File: config.mk
export PLATFORM = sky130hd
export DESIGN_NAME = pong_timing_controller
export DESIGN_NICKNAME = d
export VERILOG_FILES = /design/src/rtl/pong_timing_controller.sv
export SDC_FILE = /design/constraint.sdc
export NUM_CORES = 1
export LEC_CHECK = 0
export ABC_AREA = 1
export BUFFER_PORTS_ARGS = -buffer_cell sky130_fd_sc_hd__buf_2
export CELL_PAD_IN_SITES_DETAIL_PLACEMENT = 1
export CELL_PAD_IN_SITES_GLOBAL_PLACEMENT = 2
export CORE_AREA = 2 2 217 219
export DETAILED_ROUTE_END_ITERATION = 10
export DIE_AREA = 0 0 219 221
export GPL_ROUTABILITY_DRIVEN = 0
export PLACE_DENSITY_LB_ADDON = 0.1
export SLEW_MARGIN = 0
export SYNTH_ARGS = -nofsm -noshare
export SYNTH_HDL_FRONTEND = slang
export SYNTH_SLANG_ARGS = --single-unit
File: constraint.sdc
create_clock -name clk_i -period 7.7 [get_ports clk_i]
set_input_delay 1.54 -clock clk_i [delete_from_list [all_inputs] [get_ports clk_i]]
set_output_delay 1.54 -clock clk_i [all_outputs]
set_load 0.03 [all_outputs]
File: src/rtl/pong_timing_controller.sv
// -----------------------------------------------------------------------------
// pong_timing_controller
//
// Raster sequencer for the pong VGA output. Runs the horizontal pixel counter
// and the vertical line counter and produces registered hsync/vsync,
// video_on, line_end and frame_end, all aligned with the counter values they
// describe. The porch/sync/active geometry of each axis lives in two copies:
// the active copy drives the decode, and the pending copy is rewritten by the
// host. The pending copy moves into the active one only at a frame boundary
// (or at once while the raster is stopped).
//
// Ports
//   clk_i, rst_ni          pixel clock, asynchronous active-low reset
//   enable_i               1 = raster runs, 0 = raster stopped (counters at 0)
//   cfg_valid_i, cfg_sel_i host geometry write, sel 0 = horizontal, 1 = vertical
//   cfg_active_i .. cfg_bp_i  offered geometry fields
//   cfg_ready_o            1 whenever out of reset
//   cfg_err_o              one-cycle pulse after an invalid offer was dropped
//   xposition_o, yposition_o  current pixel / line counters
//   hsync_o, vsync_o       active-low sync pulses
//   video_on_o             visible-area flag
//   line_end_o, frame_end_o  last pixel of line / last pixel of frame
// -----------------------------------------------------------------------------
module pong_timing_controller #(
  parameter int unsigned RES      = 32'd10,
  parameter int unsigned H_ACTIVE = 32'd640,
  parameter int unsigned H_FP     = 32'd16,
  parameter int unsigned H_SYNC   = 32'd96,
  parameter int unsigned H_BP     = 32'd48,
  parameter int unsigned V_ACTIVE = 32'd480,
  parameter int unsigned V_FP     = 32'd10,
  parameter int unsigned V_SYNC   = 32'd2,
  parameter int unsigned V_BP     = 32'd33
) (
  input  logic           clk_i,
  input  logic           rst_ni,
  input  logic           enable_i,
  input  logic           cfg_valid_i,
  input  logic           cfg_sel_i,
  input  logic [RES-1:0] cfg_active_i,
  input  logic [RES-1:0] cfg_fp_i,
  input  logic [RES-1:0] cfg_sync_i,
  input  logic [RES-1:0] cfg_bp_i,
  output logic           cfg_ready_o,
  output logic           cfg_err_o,
  output logic [RES-1:0] xposition_o,
  output logic [RES-1:0] yposition_o,
  output logic           hsync_o,
  output logic           vsync_o,
  output logic           video_on_o,
  output logic           line_end_o,
  output logic           frame_end_o
);

  // Sums are carried two bits wider than a field so four fields never overflow.
  localparam int unsigned W = RES + 32'd2;

  localparam logic [W-1:0]   ONE_W  = {{(W-1){1'b0}}, 1'b1};
  localparam logic [RES-1:0] ONE_R  = {{(RES-1){1'b0}}, 1'b1};
  localparam logic [RES-1:0] ZERO_R = {RES{1'b0}};
  // Largest legal axis total: 2^RES.
  localparam logic [W-1:0]   T_MAX  = {2'b01, {RES{1'b0}}};

  typedef struct packed {
    logic [RES-1:0] a;
    logic [RES-1:0] fp;
    logic [RES-1:0] sp;
    logic [RES-1:0] bp;
  } axis_t;

  typedef struct packed {
    axis_t h;
    axis_t v;
  } geom_t;

  localparam geom_t GEOM_RST = '{
    h: '{a: H_ACTIVE[RES-1:0], fp: H_FP[RES-1:0], sp: H_SYNC[RES-1:0], bp: H_BP[RES-1:0]},
    v: '{a: V_ACTIVE[RES-1:0], fp: V_FP[RES-1:0], sp: V_SYNC[RES-1:0], bp: V_BP[RES-1:0]}
  };

  typedef enum logic {
    ST_STOP = 1'b0,
    ST_RUN  = 1'b1
  } state_t;

  function automatic logic [W-1:0] ext(input logic [RES-1:0] v);
    return {2'b00, v};
  endfunction

  function automatic logic [W-1:0] axis_total(input axis_t g);
    return ext(g.a) + ext(g.fp) + ext(g.sp) + ext(g.bp);
  endfunction

  function automatic logic axis_valid(input axis_t g);
    logic nonzero;
    nonzero = (g.a != ZERO_R) && (g.fp != ZERO_R) && (g.sp != ZERO_R) && (g.bp != ZERO_R);
    return nonzero && (axis_total(g) <= T_MAX);
  endfunction

  // Sync window is [A+FP, A+FP+SP).
  function automatic logic in_sync(input logic [W-1:0] c, input axis_t g);
    logic [W-1:0] lo;
    logic [W-1:0] hi;
    lo = ext(g.a) + ext(g.fp);
    hi = lo + ext(g.sp);
    return (c >= lo) && (c < hi);
  endfunction

  state_t         state_q, state_d;
  logic [RES-1:0] x_q, x_d;
  logic [RES-1:0] y_q, y_d;
  geom_t          act_q, act_d;
  geom_t          pend_q, pend_d;
  logic           pend_flag_q, pend_flag_d;
  logic           hsync_q, hsync_d;
  logic           vsync_q, vsync_d;
  logic           video_q, video_d;
  logic           line_end_q, line_end_d;
  logic           frame_end_q, frame_end_d;
  logic           cfg_err_q, cfg_err_d;
  logic           ready_q;

  axis_t          offered_s;
  logic           offer_ok_s;
  logic           write_ok_s;
  logic           x_last_s;
  logic           y_last_s;
  logic           frame_last_s;
  logic           commit_s;

  assign offered_s    = '{a: cfg_active_i, fp: cfg_fp_i, sp: cfg_sync_i, bp: cfg_bp_i};
  assign offer_ok_s   = axis_valid(offered_s);
  assign write_ok_s   = cfg_valid_i && offer_ok_s;
  assign x_last_s     = (ext(x_q) == axis_total(act_q.h) - ONE_W);
  assign y_last_s     = (ext(y_q) == axis_total(act_q.v) - ONE_W);
  // The cycle currently presenting the last pixel of the frame.
  assign frame_last_s = (state_q == ST_RUN) && x_last_s && y_last_s;
  // Stopped raster has no frame in flight, so a pending set can go live at once.
  assign commit_s     = pend_flag_q && ((state_q == ST_STOP) || frame_last_s);

  // Run/stop state transition
  always_comb begin
    state_d = state_q;
    case (state_q)
      ST_STOP: begin
        if (enable_i) state_d = ST_RUN;
        else          state_d = ST_STOP;
      end
      ST_RUN: begin
        if (enable_i) state_d = ST_RUN;
        else          state_d = ST_STOP;
      end
      default: state_d = ST_STOP;
    endcase
  end

  // Pixel and line counter advance; any cycle not continuing a run restarts at 0,0
  always_comb begin
    x_d = ZERO_R;
    y_d = ZERO_R;
    if ((state_q == ST_RUN) && enable_i) begin
      if (x_last_s) begin
        x_d = ZERO_R;
        if (y_last_s) y_d = ZERO_R;
        else          y_d = y_q + ONE_R;
      end else begin
        x_d = x_q + ONE_R;
        y_d = y_q;
      end
    end else begin
      x_d = ZERO_R;
      y_d = ZERO_R;
    end
  end

  // Geometry shadow update: commit reads the old pending copy, so a write in
  // the commit cycle lands after it and waits for the next frame boundary
  always_comb begin
    act_d       = act_q;
    pend_d      = pend_q;
    pend_flag_d = pend_flag_q;
    cfg_err_d   = cfg_valid_i && !offer_ok_s;
    if (commit_s) begin
      act_d       = pend_q;
      pend_flag_d = 1'b0;
    end else begin
      act_d       = act_q;
    end
    if (write_ok_s) begin
      if (cfg_sel_i) pend_d.v = offered_s;
      else           pend_d.h = offered_s;
      pend_flag_d = 1'b1;
    end else begin
      pend_d = pend_q;
    end
  end

  // Decode of the next counter values against the geometry live next cycle,
  // so the registered flags line up with the registered counters
  always_comb begin
    hsync_d     = 1'b1;
    vsync_d     = 1'b1;
    video_d     = 1'b0;
    line_end_d  = 1'b0;
    frame_end_d = 1'b0;
    if (state_d == ST_RUN) begin
      hsync_d     = !in_sync(ext(x_d), act_d.h);
      vsync_d     = !in_sync(ext(y_d), act_d.v);
      video_d     = (x_d < act_d.h.a) && (y_d < act_d.v.a);
      line_end_d  = (ext(x_d) == axis_total(act_d.h) - ONE_W);
      frame_end_d = line_end_d && (ext(y_d) == axis_total(act_d.v) - ONE_W);
    end else begin
      hsync_d     = 1'b1;
      vsync_d     = 1'b1;
      video_d     = 1'b0;
      line_end_d  = 1'b0;
      frame_end_d = 1'b0;
    end
  end

  // State, counters, geometry copies and registered outputs
  always_ff @(posedge clk_i or negedge rst_ni) begin
    if (!rst_ni) begin
      state_q     <= ST_STOP;
      x_q         <= ZERO_R;
      y_q         <= ZERO_R;
      act_q       <= GEOM_RST;
      pend_q      <= GEOM_RST;
      pend_flag_q <= 1'b0;
      hsync_q     <= 1'b1;
      vsync_q     <= 1'b1;
      video_q     <= 1'b0;
      line_end_q  <= 1'b0;
      frame_end_q <= 1'b0;
      cfg_err_q   <= 1'b0;
      ready_q     <= 1'b0;
    end else begin
      state_q     <= state_d;
      x_q         <= x_d;
      y_q         <= y_d;
      act_q       <= act_d;
      pend_q      <= pend_d;
      pend_flag_q <= pend_flag_d;
      hsync_q     <= hsync_d;
      vsync_q     <= vsync_d;
      video_q     <= video_d;
      line_end_q  <= line_end_d;
      frame_end_q <= frame_end_d;
      cfg_err_q   <= cfg_err_d;
      ready_q     <= 1'b1;
    end
  end

  assign cfg_ready_o = ready_q;
  assign cfg_err_o   = cfg_err_q;
  assign xposition_o = x_q;
  assign yposition_o = y_q;
  assign hsync_o     = hsync_q;
  assign vsync_o     = vsync_q;
  assign video_on_o  = video_q;
  assign line_end_o  = line_end_q;
  assign frame_end_o = frame_end_q;

endmodule

==> results.cfg, run 1 <==
[logic_synthesis]
synthesis.area_sq_um = 15500
postSynthAreaPerCell_sq_um = 7.84
synth_top_flop_cell = sky130_fd_sc_hd__dfrtp_1
sequential_share_of_the_synthesized_area_pct = 30.8
synth_enable_flop_cells = 0
yosysWarnings = 0
asyncSetResetFlopFracSynth_pct = 100
yosys.cell_types.count = 54
synth_seq_cells = 189
post_synth_inst_count = 1978
mapped_nets = 2266

[critical_path]
critPathCaptureType = flip-flop
cp-start-kind = flip-flop
slowest_delay_ps = 520
crit_slowest_cell = sky130_fd_sc_hd__fa_2
r2r_setup_slack_ps = -540
cp_max_fo = 7
cpMostUsedCell = sky130_fd_sc_hd__nand2_2
worstPathArrival_ps = 8670
crit_type = reg2reg
cp.required_ps = 8130
r2r_cells = 57

[clock_network]
cts_hold_repair.buffers = 0
clk-insertion-delay-late_ps = 490
clock_tree.htree_level_count = 4
tritoncts = done
tritoncts.num_buffers = 17
clk_pin_slew_ps = 80
cts_buffer_depth = 2
cts_num_sinks = 189
cts_root_buffer = sky130_fd_sc_hd__clkbuf_16

[grt]
grt_pass1_vias = 15000
antenna_violations_before_repair = 1
grt.overflow.total = 0
grt_pass1_wl_microns = 85200
grt_start_max_net_pins = 68
grt_usage_pct = 23.3

[outcome]
status = complete, but fails checks
violations = setup timing

[layout]
multi_input_comb_area_sq_um = 9900
mostFrequentLayoutCell = sky130_fd_sc_hd__nand2_1
insertedDiodeCount = 0
final_layout_size_suffix_gt1_share_pct = 27.9
layout.cells.non_filler = 2942
layout.cells.most_common_list = 412 x sky130_fd_sc_hd__nand2_1, 368 x sky130_fd_sc_hd__inv_1, 282 x sky130_fd_sc_hd__buf_4
layout.filler_cells = 5668
sequential_cell_area_sq_um = 4770
nets = 2610
area_growth_pct = 30.2

[floorplan]
initial_utilization_pct = 33.7
pin_count = 72
fp.dieH_microns = 221
die-area_sq_um = 48400
die_x_microns = 219
placement_rows = 79
placeableCoreArea_sq_um = 46100

[timing]
timing.final.setup_violations = 2
timing_hold_violations_final = 0
skew_ps = 13.3
finalMaxSlewViolations = 0
layout_min_cycle_time_ps = 8240
fmaxAchievable_mhz = 121
setup_repair_after_global_routing_missed_its_margin = yes
fin_crit_sh_pct = 107
worst_slack_ps = -536
timing.max_slew.rel_slack_pct = 41.2
slew_at_the_pin_closest_to_its_max_slew_limit_ps = 880

[detailed_routing]
routed_len_inst_microns = 18.4
initial_drt_markers = 628
viasPerCell = 4.76
firstDrtPassIters = 4
wirelength_microns = 54300
antenna_violating_nets_post_route = 0
drc_markers = 0
num_vias = 14000

[run]
max_cap_violations = 0

[placed_design]
place.detailed.hpwl_microns = 44400
portBuffers = 71
placed_cells_incl_taps = 2874

[worst_hold_path]
whs_path_depth = 2
path_type_of_the_worst_min_delay_path = reg2reg
[worst max-delay path: cells and delay by family (launching register included)]
| family | cells | cell delay [ps] |
|---|---|---|
| buffers and inverters | 14 | 1340 |
| xor gates and xnor gates | 4 | 770 |
| adders and majority gates | 8 | 2570 |
| AOI/OAI and AO/OA | 8 | 980 |
| and+or+nand+nor | 23 | 2130 |
| DFF | 1 | 360 |
[area by class of cell]
class	instances	share of cell area, %
Multi-Input combinational cell	1356	49.1
Clock inverter	14	0.905
Tap cell	607	3.76
Inverter	394	7.41
Clock buffer	18	2.13
Timing Repair Buffer	364	13.1
Sequential cell	189	23.6
[sequential cells by signal, summed over array words and instances, names as in the netlist, 10 cells and up]
register	cells
yposition_o	10
pend_q	80
act_q	80
xposition_o	10
[synth_stat cells, types with 5 or more instances]
cell type	count	area share [%]
sky130_fd_sc_hd__nand2_1	436	11
sky130_fd_sc_hd__inv_1	388	9.4
sky130_fd_sc_hd__o21ai_0	186	6.0
sky130_fd_sc_hd__ha_1	179	14
sky130_fd_sc_hd__dfrtp_1	155	25
sky130_fd_sc_hd__nor2_1	92	2.2
sky130_fd_sc_hd__a21oi_1	83	2.7
sky130_fd_sc_hd__nand3_1	79	2.6
sky130_fd_sc_hd__fa_1	64	8.3
sky130_fd_sc_hd__xor2_1	54	3.1
sky130_fd_sc_hd__dfstp_2	34	5.8
sky130_fd_sc_hd__xnor2_1	29	1.6
sky130_fd_sc_hd__clkbuf_1	28	0.68
sky130_fd_sc_hd__or2_2	23	0.93
sky130_fd_sc_hd__nand4_1	21	0.85
sky130_fd_sc_hd__nand2_2	15	0.61
sky130_fd_sc_hd__o21bai_1	14	0.68
sky130_fd_sc_hd__nor4_1	11	0.44
sky130_fd_sc_hd__nor3_1	8	0.26
sky130_fd_sc_hd__a31oi_1	6	0.24
sky130_fd_sc_hd__a21o_1	5	0.24
sky130_fd_sc_hd__buf_2	5	0.16
[layer usage]
layer	track usage [%]	vias to the layer above	wire [microns]
met3	2.79	30	1260
met5	0	-	0
li1	-	6944	-
met1	34.5	6881	28000
met4	4.51	0	602
met2	36.4	150	24400
[stage by stage]
| step | worst slack [ps] | utilization, % | TNS, ps | instance area (sq um) | hold WS (ps) |
|---|---|---|---|---|---|
| global route | -1000 | 43.8 | -2320 | 20200 | 512 |
| CTS | -489 | 42.8 | -879 | 19700 | 492 |
| global placement | -807 | 40.2 | -1680 | 18500 | 476 |
| floorplan | -179 | - | -185 | 15600 | 450 |
| detailed placement | -924 | 40.2 | -2030 | 18500 | 481 |
| finish | -536 | 43.8 | -1050 | 20200 | 489 |
[final timing paths]
kind,from,end
setup / recovery,act_q[51],line_end_o
hold / removal,pend_q[45],pend_q[45]
setup reg to reg,act_q[51],line_end_o
hold reg to reg,pend_q[45],pend_q[45]
max in group asynchronous,rst_ni,act_q[46]
min in group asynchronous,rst_ni,pend_q[50]
[cells by family (layout without fill, tap and decap cells)]
group / Yosys count / after routing / share of synthesized area (%)
other cells: 1 / 1 / 0.0242
fa+ha+maj: 243 / 243 / 22.7
simple gates: 704 / 705 / 19.5
compound gates: 324 / 324 / 11.5
xor+xnor: 83 / 83 / 4.69
buf+inv: 434 / 790 / 10.8
flops: 189 / 189 / 30.8
[timing repair]
action | CTS | global route
resized for setup | 98 | 92
pin swaps | 83 | 77
endpoints found under the hold margin | 0 | 0
gates cloned | 2 | 0
endpoints found under the setup margin | 4 | 4
setup buffers | 21 | 13
Power of run 1 is not shown: default switching activity piles up to over one toggle a cycle in this logic, so the estimate is an artifact.
==> inputs of run 2 (changes only) <==
- ABC_AREA: 1 -> default
- CORE_AREA: 2 2 217 219 -> 2 2 205 207
- DIE_AREA: 0 0 219 221 -> 0 0 207 209
==> run 2 against run 1 <==
Effect of this change: the run still ends with setup timing left; first-iteration DRC count up 4.6%; sequential share of layout area about the same; core utilization up 5.0 points; count of clock-buffer cells in the layout increased by 5; die area shrank 11%; area after synthesis is 0.10% lower; largest cell class unchanged; highest routed layer unchanged.
==> results.cfg, run 2 <==
[grt]
antenna_violations_before_repair = 1
grt_pass1_vias = 14000
grt.overflow.total = 0
grt_start_max_net_pins = 84
grt_pass1_wl_microns = 81600
grt_usage_pct = 24.8

[worst_hold_path]
path_type_of_the_worst_min_delay_path = reg2reg
whs_path_depth = 1

[logic_synthesis]
yosys.cell_types.count = 86
sequential_share_of_the_synthesized_area_pct = 30.8
synth_seq_cells = 189
post_synth_inst_count = 1526
synth.largest_area_cell = sky130_fd_sc_hd__dfrtp_1
yosys.area.top_type_share_pct = 25.0
synth_enable_flop_cells = 0
synth.cells.most_frequent = 224 x sky130_fd_sc_hd__inv_1, 179 x sky130_fd_sc_hd__ha_1, 155 x sky130_fd_sc_hd__dfrtp_1
synth.most_common_cell = sky130_fd_sc_hd__inv_1
synth_top_flop_cell = sky130_fd_sc_hd__dfrtp_1
asyncSetResetFlopFracSynth_pct = 100
yosysWarnings = 0
synthTopCellsByArea = sky130_fd_sc_hd__dfrtp_1 25%, sky130_fd_sc_hd__ha_1 14%, sky130_fd_sc_hd__mux2_2 9.6%
synthesis.area_sq_um = 15500
mapped_nets = 1814
postSynthAreaPerCell_sq_um = 10.1

[critical_path]
critPathCaptureType = flip-flop
crit_slowest_cell = sky130_fd_sc_hd__fa_2
crit_type = reg2reg
worstPathArrival_ps = 9760
cp-start-kind = flip-flop
slowest_delay_ps = 540
cp.required_ps = 8080
r2r_cells = 43
cp.buffers_inverters = 14
crit_family = adder cells
cp.depth = 43
cp_max_fo = 6

[floorplan]
die_x_microns = 207
pin_count = 72
placement_rows = 75
initial_utilization_pct = 37.5
fp.dieH_microns = 209
placeableCoreArea_sq_um = 41300
die-area_sq_um = 43300

[detailed_routing]
drc_markers = 0
routed_len_inst_microns = 21.1
initial_drt_markers = 657
viasPerCell = 5.16
num_vias = 12700
antenna_violating_nets_post_route = 0
wirelength_microns = 52100
firstDrtPassIters = 5

[placed_design]
portBuffers = 71
dp_worst_setup_slack_ps = -2180
place.detailed.hpwl_microns = 42700

[clock_network]
cts_num_sinks = 189
clk_pin_slew_ps = 70
cts_buffer_depth = 2
cts_root_buffer = sky130_fd_sc_hd__clkbuf_16
clk-insertion-delay-late_ps = 490
clock_tree.htree_level_count = 4
tritoncts.num_buffers = 17
tritoncts = done
cts_hold_repair.buffers = 0

[layout]
final_layout_size_suffix_gt1_share_pct = 37.6
largest_registers = act_q x80, pend_q x80
mostFrequentLayoutCell = sky130_fd_sc_hd__buf_4
insertedDiodeCount = 0
layout.cells.most_common_list = 322 x sky130_fd_sc_hd__buf_4, 218 x sky130_fd_sc_hd__inv_1, 164 x sky130_fd_sc_hd__ha_1
nets = 2207
area_growth_pct = 30.2

[timing]
slew_at_the_pin_closest_to_its_max_slew_limit_ps = 901
worst_slack_ps = -1680
fmaxAchievable_mhz = 107
fin_crit_sh_pct = 122
setup_repair_after_global_routing_missed_its_margin = yes
finalMaxSlewViolations = 0
timing.max_slew.rel_slack_pct = 39.7
skew_ps = 18.5
timing.final.setup_violations = 4
timing_hold_violations_final = 0
layout_min_cycle_time_ps = 9380

[run]
max_cap_violations = 0

[outcome]
violations = setup timing
status = complete, but fails checks
## run 2: timing repair
action | CTS | global route
gates cloned | 0 | 0
buffers inserted | 21 | 11
pin swaps | 35 | 44
setup endpoints to repair | 4 | 4
resized for setup | 67 | 47
## run 2: logic make-up after synthesis
family	share of synthesized area, %
AO/OA/AOI/OAI	11.1
XOR/XNOR	6.28
adder cells (fa/ha/maj)	23.3
buffers and inverters	6.24
flip-flops	30.8
multiplexers	12.1
other	0.0242
AND/OR/NAND/NOR	10.2
## run 2: area by class of cell
class,count,area [sq um]
Fill cell,4663,21100
Clock inverter,9,90.1
Clock buffer,23,478
Multi-Input combinational cell,1085,10400
Tap cell,539,674
Inverter,225,845
Sequential cell,189,4770
Timing Repair Buffer,401,2890
## run 2: path summary, 6_finish.rpt
check / from / end / slack (ps)
min in group asynchronous: rst_ni / yposition_o[1] / 1090
max: act_q[11] / line_end_o / -1680
max reg2reg: act_q[11] / line_end_o / -1680
min: pend_q[16] / pend_q[16] / 510
min reg2reg: pend_q[16] / pend_q[16] / 510
max in group asynchronous: rst_ni / line_end_o / 5320
## run 2: routing by layer
metal	wire length, microns	global-route usage [%]	up-vias
met5	0	0	-
met4	1260	8.35	0
met3	1780	4.36	47
met2	23500	39.0	214
met1	25600	34.5	6427
li1	-	-	6053
## run 2: stage by stage
stage                     cell area (sq um)  instances  TNS (ps)  hold slack (ps)  utilization (%)
after floorplan                       15700       1526     -3360              473                -
after global placement                18800       2410     -6130              490             45.6
after detailed placement              18800       2410     -7260              500             45.6
after CTS                             19900       2461     -5370              515             48.1
after global routing                  20200       2471     -7090              527             48.8
final                                 20200       2471     -5550              509             48.8
Power of run 2 is left out for the same reason.
